## src/rtl/pspin_cmd_dispatcher.sv

```systemverilog
// ---------------------------------------------------------------------------
// pspin_cmd_dispatcher
//
// Shares the command interfaces (host-direct, NIC outbound, EDMA) among the
// cluster command ports. Cluster commands are round-robin arbitrated and
// routed to the interface named by their intf_id. Interface responses are
// round-robin arbitrated and returned to the owning cluster (the cluster_id
// field at the top of cmd_id). Each cluster has a cap on outstanding commands.
//
// Command word layout (CMD_W bits, LSB first):
//   [CMD_ID_W-1:0]                  cmd_id (cluster_id = top CL_W bits)
//   [CMD_ID_W +: INTF_ID_W]         intf_id
//   [CMD_ID_W+INTF_ID_W]            generate_event
//   [CMD_W-1 -: DATA_W]             payload
// Response word layout (RESP_W bits):
//   [CMD_ID_W-1:0]                  cmd_id (cluster_id = top CL_W bits)
//   [RESP_W-1 -: RESP_DATA_W]       response data
//
// Ports:
//   clk_i, rst_i          clock, asynchronous active-high reset
//   cl_cmd_valid_i/_ready_o, cl_cmd_i      cluster command ports (flattened)
//   intf_cmd_valid_o/_ready_i, intf_cmd_o  interface command side (shared data)
//   intf_resp_valid_i/_ready_o, intf_resp_i interface response ports (flattened)
//   cl_resp_valid_o, cl_resp_o             one-cycle response pulse to a cluster
//   inflight_o            per-cluster outstanding count (flattened)
//   err_o                 one-cycle pulse on a protocol error
// ---------------------------------------------------------------------------
module pspin_cmd_dispatcher #(
    parameter int NUM_CLUSTERS = 4,
    parameter int NUM_INTF     = 3,
    parameter int MAX_INFLIGHT = 32,
    parameter int CNT_W        = $clog2(MAX_INFLIGHT + 1),
    parameter int CMD_ID_W     = 8,
    parameter int INTF_ID_W    = 2,
    parameter int DATA_W       = 32,
    parameter int RESP_DATA_W  = 16,
    localparam int CMD_W       = DATA_W + 1 + INTF_ID_W + CMD_ID_W,
    localparam int RESP_W      = RESP_DATA_W + CMD_ID_W
) (
    input  logic                          clk_i,
    input  logic                          rst_i,
    input  logic [NUM_CLUSTERS-1:0]       cl_cmd_valid_i,
    output logic [NUM_CLUSTERS-1:0]       cl_cmd_ready_o,
    input  logic [NUM_CLUSTERS*CMD_W-1:0] cl_cmd_i,
    output logic [NUM_INTF-1:0]           intf_cmd_valid_o,
    input  logic [NUM_INTF-1:0]           intf_cmd_ready_i,
    output logic [CMD_W-1:0]              intf_cmd_o,
    input  logic [NUM_INTF-1:0]           intf_resp_valid_i,
    output logic [NUM_INTF-1:0]           intf_resp_ready_o,
    input  logic [NUM_INTF*RESP_W-1:0]    intf_resp_i,
    output logic [NUM_CLUSTERS-1:0]       cl_resp_valid_o,
    output logic [RESP_W-1:0]             cl_resp_o,
    output logic [NUM_CLUSTERS*CNT_W-1:0] inflight_o,
    output logic                          err_o
);

    localparam int CL_W = (NUM_CLUSTERS > 1) ? $clog2(NUM_CLUSTERS) : 1;
    localparam int IF_W = (NUM_INTF > 1) ? $clog2(NUM_INTF) : 1;

    logic [CMD_W-1:0]        clCmd [NUM_CLUSTERS];
    logic [RESP_W-1:0]       intfResp [NUM_INTF];

    logic [CNT_W-1:0]        inflight_q [NUM_CLUSTERS];
    logic [CNT_W-1:0]        inflight_d [NUM_CLUSTERS];
    logic [CL_W-1:0]         cmdPtr_q, cmdPtr_d;
    logic [IF_W-1:0]         respPtr_q, respPtr_d;
    logic [CMD_W-1:0]        cmd_q, cmd_d;
    logic [NUM_INTF-1:0]     intfValid_q, intfValid_d;
    logic [RESP_W-1:0]       resp_q, resp_d;
    logic [NUM_CLUSTERS-1:0] clRespValid_q, clRespValid_d;
    logic                    err_q, err_d;

    logic [NUM_CLUSTERS-1:0] cmdEligible;
    logic                    cmdDrain;
    logic                    cmdCanLoad;
    logic                    cmdGrantAny;
    logic [CL_W-1:0]         cmdGrantIdx;
    logic [CMD_W-1:0]        selCmd;
    logic [INTF_ID_W-1:0]    selIntfId;
    logic                    selIntfOk;

    logic [NUM_INTF-1:0]     respReq;
    logic                    respGrantAny;
    logic [IF_W-1:0]         respGrantIdx;
    logic [RESP_W-1:0]       selResp;
    logic [CL_W-1:0]         respCluster;
    logic                    respClusterOk;

    // Grants are suppressed while reset is held so that the combinational
    // ready outputs are zero during reset, like the registered ones.
    for (genvar g = 0; g < NUM_CLUSTERS; g++) begin : genCluster
        assign clCmd[g]                        = cl_cmd_i[g*CMD_W +: CMD_W];
        assign inflight_o[g*CNT_W +: CNT_W]    = inflight_q[g];
        assign cmdEligible[g] = cl_cmd_valid_i[g] && !rst_i &&
                                (inflight_q[g] < CNT_W'(MAX_INFLIGHT));
    end

    for (genvar g = 0; g < NUM_INTF; g++) begin : genIntf
        assign intfResp[g] = intf_resp_i[g*RESP_W +: RESP_W];
    end

    assign respReq = intf_resp_valid_i & {NUM_INTF{~rst_i}};

    // The output register may take a new command when empty or when its
    // current content is handed over in this same cycle.
    assign cmdDrain   = |(intfValid_q & intf_cmd_ready_i);
    assign cmdCanLoad = !(|intfValid_q) || cmdDrain;

    // Round-robin command pick: first eligible cluster from cmdPtr_q upward.
    always_comb begin
        logic [CL_W-1:0] cand;
        cand        = '0;
        cmdGrantAny = 1'b0;
        cmdGrantIdx = '0;
        if (cmdCanLoad) begin
            for (int k = 0; k < NUM_CLUSTERS; k++) begin
                cand = CL_W'((int'(cmdPtr_q) + k) % NUM_CLUSTERS);
                if (!cmdGrantAny && cmdEligible[cand]) begin
                    cmdGrantAny = 1'b1;
                    cmdGrantIdx = cand;
                end
            end
        end
    end

    // Round-robin response pick: first valid interface from respPtr_q upward.
    always_comb begin
        logic [IF_W-1:0] cand;
        cand         = '0;
        respGrantAny = 1'b0;
        respGrantIdx = '0;
        for (int k = 0; k < NUM_INTF; k++) begin
            cand = IF_W'((int'(respPtr_q) + k) % NUM_INTF);
            if (!respGrantAny && respReq[cand]) begin
                respGrantAny = 1'b1;
                respGrantIdx = cand;
            end
        end
    end

    assign selCmd        = clCmd[cmdGrantIdx];
    assign selIntfId     = selCmd[CMD_ID_W +: INTF_ID_W];
    assign selIntfOk     = int'(selIntfId) < NUM_INTF;
    assign selResp       = intfResp[respGrantIdx];
    assign respCluster   = selResp[CMD_ID_W-1 -: CL_W];
    assign respClusterOk = int'(respCluster) < NUM_CLUSTERS;

    assign cl_cmd_ready_o    = cmdGrantAny ? (NUM_CLUSTERS'(1) << cmdGrantIdx) : '0;
    assign intf_resp_ready_o = respGrantAny ? (NUM_INTF'(1) << respGrantIdx) : '0;

    // Next-state for both paths. A command with an unknown intf_id is
    // consumed but never reaches an interface and is not counted in flight.
    always_comb begin
        logic inc;
        logic dec;
        inc           = 1'b0;
        dec           = 1'b0;
        cmd_d         = cmd_q;
        intfValid_d   = intfValid_q;
        cmdPtr_d      = cmdPtr_q;
        resp_d        = resp_q;
        clRespValid_d = '0;
        respPtr_d     = respPtr_q;
        err_d         = 1'b0;

        if (cmdDrain) begin
            intfValid_d = '0;
        end
        if (cmdGrantAny) begin
            cmdPtr_d = (int'(cmdGrantIdx) == NUM_CLUSTERS - 1) ? '0 : cmdGrantIdx + CL_W'(1);
            if (selIntfOk) begin
                cmd_d       = selCmd;
                intfValid_d = NUM_INTF'(1) << selIntfId;
            end else begin
                intfValid_d = '0;
                err_d       = 1'b1;
            end
        end

        if (respGrantAny) begin
            respPtr_d = (int'(respGrantIdx) == NUM_INTF - 1) ? '0 : respGrantIdx + IF_W'(1);
            resp_d    = selResp;
            if (respClusterOk) begin
                clRespValid_d = NUM_CLUSTERS'(1) << respCluster;
            end else begin
                err_d = 1'b1;
            end
        end

        // A simultaneous increment and decrement cancel out; a response for
        // an idle cluster is still delivered but flagged.
        for (int c = 0; c < NUM_CLUSTERS; c++) begin
            inc = cmdGrantAny && selIntfOk && (int'(cmdGrantIdx) == c);
            dec = respGrantAny && respClusterOk && (int'(respCluster) == c);
            inflight_d[c] = inflight_q[c];
            if (dec && (inflight_q[c] == '0)) begin
                err_d = 1'b1;
            end
            if (inc && !dec) begin
                inflight_d[c] = inflight_q[c] + CNT_W'(1);
            end else if (dec && !inc && (inflight_q[c] != '0)) begin
                inflight_d[c] = inflight_q[c] - CNT_W'(1);
            end
        end
    end

    always_ff @(posedge clk_i or posedge rst_i) begin
        if (rst_i) begin
            cmdPtr_q      <= '0;
            respPtr_q     <= '0;
            cmd_q         <= '0;
            intfValid_q   <= '0;
            resp_q        <= '0;
            clRespValid_q <= '0;
            err_q         <= 1'b0;
            for (int c = 0; c < NUM_CLUSTERS; c++) begin
                inflight_q[c] <= '0;
            end
        end else begin
            cmdPtr_q      <= cmdPtr_d;
            respPtr_q     <= respPtr_d;
            cmd_q         <= cmd_d;
            intfValid_q   <= intfValid_d;
            resp_q        <= resp_d;
            clRespValid_q <= clRespValid_d;
            err_q         <= err_d;
            for (int c = 0; c < NUM_CLUSTERS; c++) begin
                inflight_q[c] <= inflight_d[c];
            end
        end
    end

    assign intf_cmd_valid_o = intfValid_q;
    assign intf_cmd_o       = cmd_q;
    assign cl_resp_valid_o  = clRespValid_q;
    assign cl_resp_o        = resp_q;
    assign err_o            = err_q;

endmodule

```

## config.mk

```make
export PLATFORM = sky130hd
export DESIGN_NAME = pspin_cmd_dispatcher
export DESIGN_NICKNAME = d
export VERILOG_FILES = /design/src/rtl/pspin_cmd_dispatcher.sv
export SDC_FILE = /design/constraint.sdc
export NUM_CORES = 1
export LEC_CHECK = 0
export CORE_AREA = 2 2 139 141
export DETAILED_ROUTE_END_ITERATION = 7
export DIE_AREA = 0 0 141 143
export PLACE_DENSITY = 0.8
export SLEW_MARGIN = 20
export SYNTH_ARGS = -nofsm -noshare
export SYNTH_HDL_FRONTEND = slang
export SYNTH_SLANG_ARGS = --single-unit
```

## constraint.sdc

```tcl
create_clock -name clk_i -period 15.85 [get_ports clk_i]
set_clock_uncertainty 0.15 [all_clocks]
set_input_delay 3.17 -clock clk_i [delete_from_list [all_inputs] [get_ports clk_i]]
set_output_delay 3.17 -clock clk_i [all_outputs]
set_load 0.05 [all_outputs]
```

==> flow_summary.yaml, run 1 <==
finish:
  fin_cells: 1426
  area_taken_by_multi_input_logic_gates_um2: 4010
  sequential_cell_area_um2: 2580
  mostFrequentLayoutCells: "361 x clkdlybuf4s50_1, 293 x nand2_1, 103 x dfrtp_1, 89 x o21ai_0, 51 x nand3_1"
  final_layout_size_suffix_gt1_frac: 0.0512
  most_frequent_standard_cell_in_the_layout_excluding_fill_and_tap_cells: "clkdlybuf4s50_1"
  antenna_cells: 0
  fill_cells: 1652
  net_total_in_the_final_layout: 1471
  area_growth_pct: 59.4
logic_synthesis:
  synth_ff_type: "dfrtp_1"
  synth_edf_count: 0
  synth-async-reset-ratio: 1.00
  post_synth_instance_area_um2: 6900
  synth.ff_latch_count: 103
  syn_avg_cell_area_um2: 7.98
  synthesis.yosys.warnings: 0
  synth_cells: 865
  ys_seq_area_frac: 0.374
  synth.lib_cells_used.distinct: 64
  postSynthNetCount: 1148
placement:
  place.port_buffers: 361
  inst_count_dp: 1411
  gp_congestion: 0.895
  dp_hpwl_um: 19000
clock_tree:
  clock_latency_ns: 0.35
  cts_hold_buf: 0
  cts_root_buf: "clkbuf_16"
  cts-resized-gates: 0
  cts_max_level: 3
  cts.repair_timing.setup_buffer_count: 0
  tritoncts: "yes"
  ctsLongestPathBuffers: 2
  cts_buffer_count: 9
  clk_pin_slew_worst_paths_ns: 0.06
  cts.sinks: 103
power:
  combPwrFrac: 0.688
  clockPowerShare: 0.109
  seq_power_share: 0.202
  power_switching_share: 0.516
  power_density_nw_per_um2: 225
  leakage_uw: 0.00474
  p_int_uw: 1200
  power_dissipated_by_switching_net_loads_uw: 1270
  peakVddDrop_v: 0.000102
worst_setup_path:
  path_common_cell: "clkdlybuf4s50_1"
  timing.setup.critical_path_class: "in -> out"
  worst-path-max-fanout: 91
  crit-reg2reg-capture: "inflight_o[23]"
  reg2reg_from: "intf_cmd_valid_o[0]"
  worst_path_largest_cell_delay_ns: 1.01
  timing.critical_path.required_ns: 12.53
  critical_path.endpoint_type: "primary output"
  timing.critical_path.slowest_stage_cell: "clkdlybuf4s50_1"
  reg2regPathDepth: 16
  crit_path_cell_trace: "clkdlybuf4s50_1 > inv_4 > a211o_1 > o21ai_0 > o21a_4 > inv_2 > buf_4 > ha_1 > and2_1 > clkdlybuf4s50_1"
  worst_setup_path_start_kind: "input port"
  crit_arrival_ns: 7.93
  worst-r2r-setup-slack_ns: 10.70
min_path:
  hold_path.startpoint: "intf_cmd_o[29]"
  worst_hold_path.endpoint: "intf_cmd_o[29]"
  min_path_type: "reg -> reg"
  worst_hold_stages: 2
global_routing:
  largest_net_degree_at_the_start_of_global_routing: 92
  antenna_violations_before_repair: 0
  grt_pass1_wl_um: 37100
  globalRouteTotalUtil: 0.234
  grt_pass1_vias: 7031
  global_route.overflow_total: 0
detailed_routing:
  drt_iter0_drc: 376
  drc: 0
  wl_um: 24200
  vias_per_cell: 5.23
  ant_nets: 0
  dr.pass1.iters: 5
  wire_per_inst_um: 17.0
  vias: 7463
timing:
  period_minus_slack_ns: 11.25
  finalHoldWorstSlack_ns: 0.325
  timing_hold_violations_final: 0
  post-route-period-util: 0.710
  rsz0062_at_grt: "no"
  maximum_achievable_frequency_ghz: 0.0889
  finalSetupTns_ns: 0
  timing_worst_slew_pin_value_ns: 1.01
  slew_headroom: 0.329
  final_max_slew_viol_count: 0
  setup_violations: 0
die:
  floorplan.initialDensity: 0.371
  ports: 362
  die_width_um: 141
  num_rows: 50
  fp.dieArea_um2: 20200
  core_um2: 18600
  floorplan.die.height_um: 143
job:
  cap_violations: 0
outcome:
  status: "finished, final reports clean"
## critical path, delay by kind of cell
kind                     cells  cell delay (ns)
AND/OR/NAND/NOR              1             0.16
adder cells (fa/ha/maj)      1             0.30
buffers and inverters        5             2.86
AO/OA/AOI/OAI                3             1.39
## synthesized netlist by cell type (8+ instances only)
library cell  number  area [µm²]
a31oi_1            8        50.1
mux2i_1           13         130
o21ai_0           89         445
clkbuf_1          39         146
buf_2              8        40.0
a222oi_1          16         160
inv_1             28         105
a21o_1            12        90.1
xnor2_1           16         140
nand3_1           51         255
dfrtp_1          103        2580
nor2_1            23        86.3
a22oi_1            9        67.6
ha_1              23         288
nand2_1          294        1100
a21oi_1           18        90.1
mux2_1             8        90.1
## worst max-delay path by stage
stage	startpoint	endpoint	slack, ns
after floorplan	rst_i	cl_cmd_ready_o[3]	4.92
after global placement	rst_i	cl_cmd_ready_o[0]	4.62
after detailed placement	rst_i	cl_cmd_ready_o[0]	4.58
after CTS	rst_i	cl_cmd_ready_o[0]	4.55
after global routing	rst_i	cl_cmd_ready_o[0]	4.27
final	rst_i	cl_cmd_ready_o[0]	4.60
## through the flow
| step | area, µm² | total power [µW] | setup slack [ns] | utilization |
|---|---|---|---|---|
| after floorplan | 6900 | 1680 | 4.92 | - |
| after global placement | 10600 | 2170 | 4.62 | 0.572 |
| after detailed placement | 10600 | 2210 | 4.58 | 0.572 |
| after CTS | 11000 | 2490 | 4.55 | 0.592 |
| after global routing | 11000 | 2640 | 4.27 | 0.592 |
| final | 11000 | 2470 | 4.60 | 0.592 |
## layout make-up
type / instances / share of cell area
clock buffer: 10 / 0.0208
clock inverter: 5 / 0.0117
inverter: 28 / 0.00978
multi-input combinational: 679 / 0.364
sequential: 103 / 0.234
tap: 234 / 0.0266
timing repair buffer: 367 / 0.333
## logic make-up (layout without fill, tap and decap cells)
| family | count (synthesis) | after routing | synth area share |
|---|---|---|---|
| AOI/OAI and AO/OA | 186 | 186 | 0.184 |
| xor gates and xnor gates | 19 | 19 | 0.0241 |
| adders and majority gates | 27 | 27 | 0.0533 |
| buffers and inverters | 83 | 410 | 0.0499 |
| DFF | 103 | 103 | 0.374 |
| muxes | 34 | 34 | 0.0586 |
| and+or+nand+nor | 413 | 413 | 0.257 |
## power by group through the flow
stage	clock, µW	combinational, µW	sequential (µW)
floorplan	0	776	907
global placement	0	1670	502
detailed placement	0	1710	505
CTS	278	1710	501
global route	287	1830	520
finish	270	1700	500
## metal layers
| layer | vias to the layer above | wire (µm) | track usage |
|---|---|---|---|
| met5 | - | 0 | 0 |
| met4 | 0 | 361 | 0.0653 |
| met3 | 26 | 1920 | 0.0520 |
| met2 | 313 | 12200 | 0.413 |
| met1 | 3516 | 9680 | 0.288 |
| li1 | 3608 | - | - |
## sequential cells by signal (all words and copies together), names as in the netlist
signal	count
cl_resp_o	24
cl_resp_valid_o	4
cmdPtr_q	2
err_o	1
inflight_o	24
intf_cmd_o	43
intf_cmd_valid_o	3
respPtr_q	2
(Power assumes the default switching activity.)
==> run 2: changes to the inputs <==
Settings changed: CORE_AREA 2 2 139 141 to 2 2 140 142, DIE_AREA 0 0 141 143 to 0 0 142 144, PLACE_DENSITY 0.8 to 0.82.
Clock period 15.85 ns to 9.5 ns, I/O delays scaled along.
==> run 2 against run 1 <==
Sequential power rose by 67%. Count of clock-buffer cells in the layout did not move. Register-to-register slack got worse by 6.3 ns. Clock power rose by 41%. Hold slack improved by 0.0040 ns. Wire length fell by 3.9%. Largest power group unchanged. Critical path type unchanged. Utilization fell by 1.8 points. Largest cell class unchanged. Die area rose by 1.4%. Non-clock buffer count rose by 2. Setup slack got worse by 2.5 ns.
==> flow_summary.yaml, run 2 (synthesis gave the netlist of run 1 again) <==
finish:
  area_growth_pct: 58.7
  net_total_in_the_final_layout: 1473
  largest_register_ff_count: 43
  antenna_cells: 0
  final_cell_area_um2: 11000
  final_layout_size_suffix_gt1_frac: 0.0536
  most_frequent_standard_cell_in_the_layout_excluding_fill_and_tap_cells: "clkdlybuf4s50_1"
  fill_cells: 1743
  mostFrequentLayoutCells: "361 x clkdlybuf4s50_1, 293 x nand2_1, 103 x dfrtp_1, 89 x o21ai_0, 51 x nand3_1"
  post-route-util: 0.574
global_routing:
  grt_pass1_wl_um: 36000
  globalRouteTotalUtil: 0.221
  global_route.overflow_total: 0
  largest_net_degree_at_the_start_of_global_routing: 89
  grt_pass1_vias: 7141
  antenna_violations_before_repair: 0
detailed_routing:
  drt_iter0_drc: 476
  vias: 7348
  ant_nets: 0
  wire_per_inst_um: 16.2
  dr.pass1.iters: 7
  drc: 0
  wl_um: 23300
  vias_per_cell: 5.13
min_path:
  worst_hold_stages: 2
  worst_hold_path.endpoint: "intf_cmd_o[30]"
  hold_path.startpoint: "intf_cmd_o[30]"
  min_path_type: "reg -> reg"
worst_setup_path:
  timing.setup.critical_path_class: "in -> out"
  worst_path_largest_cell_delay_ns: 0.91
  timing.critical_path.required_ns: 7.45
  reg2regPathDepth: 15
  path_common_cell: "clkdlybuf4s50_1"
  worst_setup_path_start_kind: "input port"
  worst-r2r-setup-slack_ns: 4.44
  crit_path_cell_trace: "clkdlybuf4s50_1 > inv_4 > a211o_1 > o21ai_0 > o21a_4 > ha_1 > and2_1 > clkdlybuf4s50_1"
  crit-reg2reg-capture: "inflight_o[11]"
  critical_path.endpoint_type: "primary output"
  timing.critical_path.slowest_stage_cell: "clkdlybuf4s50_1"
  crit_arrival_ns: 5.37
  worst-path-max-fanout: 59
  reg2reg_from: "intf_cmd_valid_o[0]"
timing:
  timing_hold_violations_final: 0
  post-route-period-util: 0.781
  final_max_slew_viol_count: 0
  finalHoldWorstSlack_ns: 0.329
  period_minus_slack_ns: 7.42
  setup_violations: 0
  slew_headroom: 0.343
  rsz0062_at_grt: "no"
  finalSetupTns_ns: 0
  maximum_achievable_frequency_ghz: 0.135
  timing_worst_slew_pin_value_ns: 0.981
power:
  power.total_uw: 4060
  power_density_nw_per_um2: 371
  combPwrFrac: 0.700
  seq_power_share: 0.206
  power_switching_share: 0.525
  power_dissipated_by_switching_net_loads_uw: 2140
  peakVddDrop_v: 0.000144
  leakage_uw: 0.00472
  p_int_uw: 1930
  clockPowerShare: 0.094
clock_tree:
  tritoncts: "yes"
  cts-resized-gates: 0
  cts_root_buf: "clkbuf_16"
  cts.repair_timing.setup_buffer_count: 0
  clock_latency_ns: 0.35
  cts_hold_buf: 0
  cts.sinks: 103
  cts_buffer_count: 9
  ctsLongestPathBuffers: 2
  cts_max_level: 3
  clk_pin_slew_worst_paths_ns: 0.07
placement:
  gp_congestion: 0.902
  dpl-instance-area_um2: 10700
  place.port_buffers: 361
  dp_hpwl_um: 18100
die:
  floorplan.initialDensity: 0.362
  fp.dieArea_um2: 20400
  die_width_um: 142
  ports: 362
  floorplan.die.height_um: 144
  core_um2: 19100
  num_rows: 51
outcome:
  status: "finished, final reports clean"
job:
  cap_violations: 0
## run 2: cell types whose count changed in the layout (fill, tap and decap cells not counted), sizes merged
cell | previous run | this run
inv | 29 | 30
bufinv | 4 | 1
clkinv | 0 | 1
clkinvlp | 0 | 2
buf | 6 | 8
## run 2: how the worst max path moves through the flow
| stage | to | depth (start not counted) | startpoint |
|---|---|---|---|
| after floorplan | inflight_o[23] | 19 | rst_i |
| after global placement | cl_cmd_ready_o[3] | 8 | rst_i |
| after detailed placement | inflight_o[11] | 17 | rst_i |
| after CTS | cl_cmd_ready_o[3] | 8 | rst_i |
| after global routing | cl_cmd_ready_o[3] | 8 | rst_i |
| final | cl_cmd_ready_o[3] | 8 | rst_i |
## run 2: power by group through the flow
stage / logic (µW) / clock network, µW / registers [µW]
floorplan: 1290 / 0 / 1510
global placement: 2800 / 0 / 833
detailed placement: 2860 / 0 / 843
CTS: 2860 / 395 / 836
global route: 3060 / 407 / 865
finish: 2850 / 382 / 836
## run 2: area by class of cell
| type | count | area, µm² | area share |
|---|---|---|---|
| Tap cell | 238 | 298 | 0.0272 |
| Timing Repair Buffer | 369 | 3670 | 0.335 |
| Inverter | 28 | 108 | 0.00983 |
| Sequential cell | 103 | 2580 | 0.235 |
| Clock buffer | 10 | 229 | 0.0209 |
| Clock inverter | 6 | 67.6 | 0.00617 |
| Multi-Input combinational cell | 679 | 4000 | 0.365 |
## run 2: worst max-delay path: cells and delay by family
family / cells / cell delay (ns)
buffers and inverters: 3 / 2.21
AOI/OAI and AO/OA: 3 / 0.86
and+or+nand+nor: 1 / 0.24
adders and majority gates: 1 / 0.15
## run 2: metal layers
metal,vias to the layer above,wire length [µm],global-route usage
met5,-,0,0
met4,0,470,0.0674
met3,34,1560,0.0338
met2,315,12000,0.403
met1,3392,9220,0.269
li1,3607,-,-
## run 2: per-stage QoR
stage	worst slack, ns	instances
after detailed placement	1.98	1417
final	2.08	1433
after global placement	2.21	1417
after floorplan	1.10	865
after global routing	1.78	1433
after CTS	2.04	1433
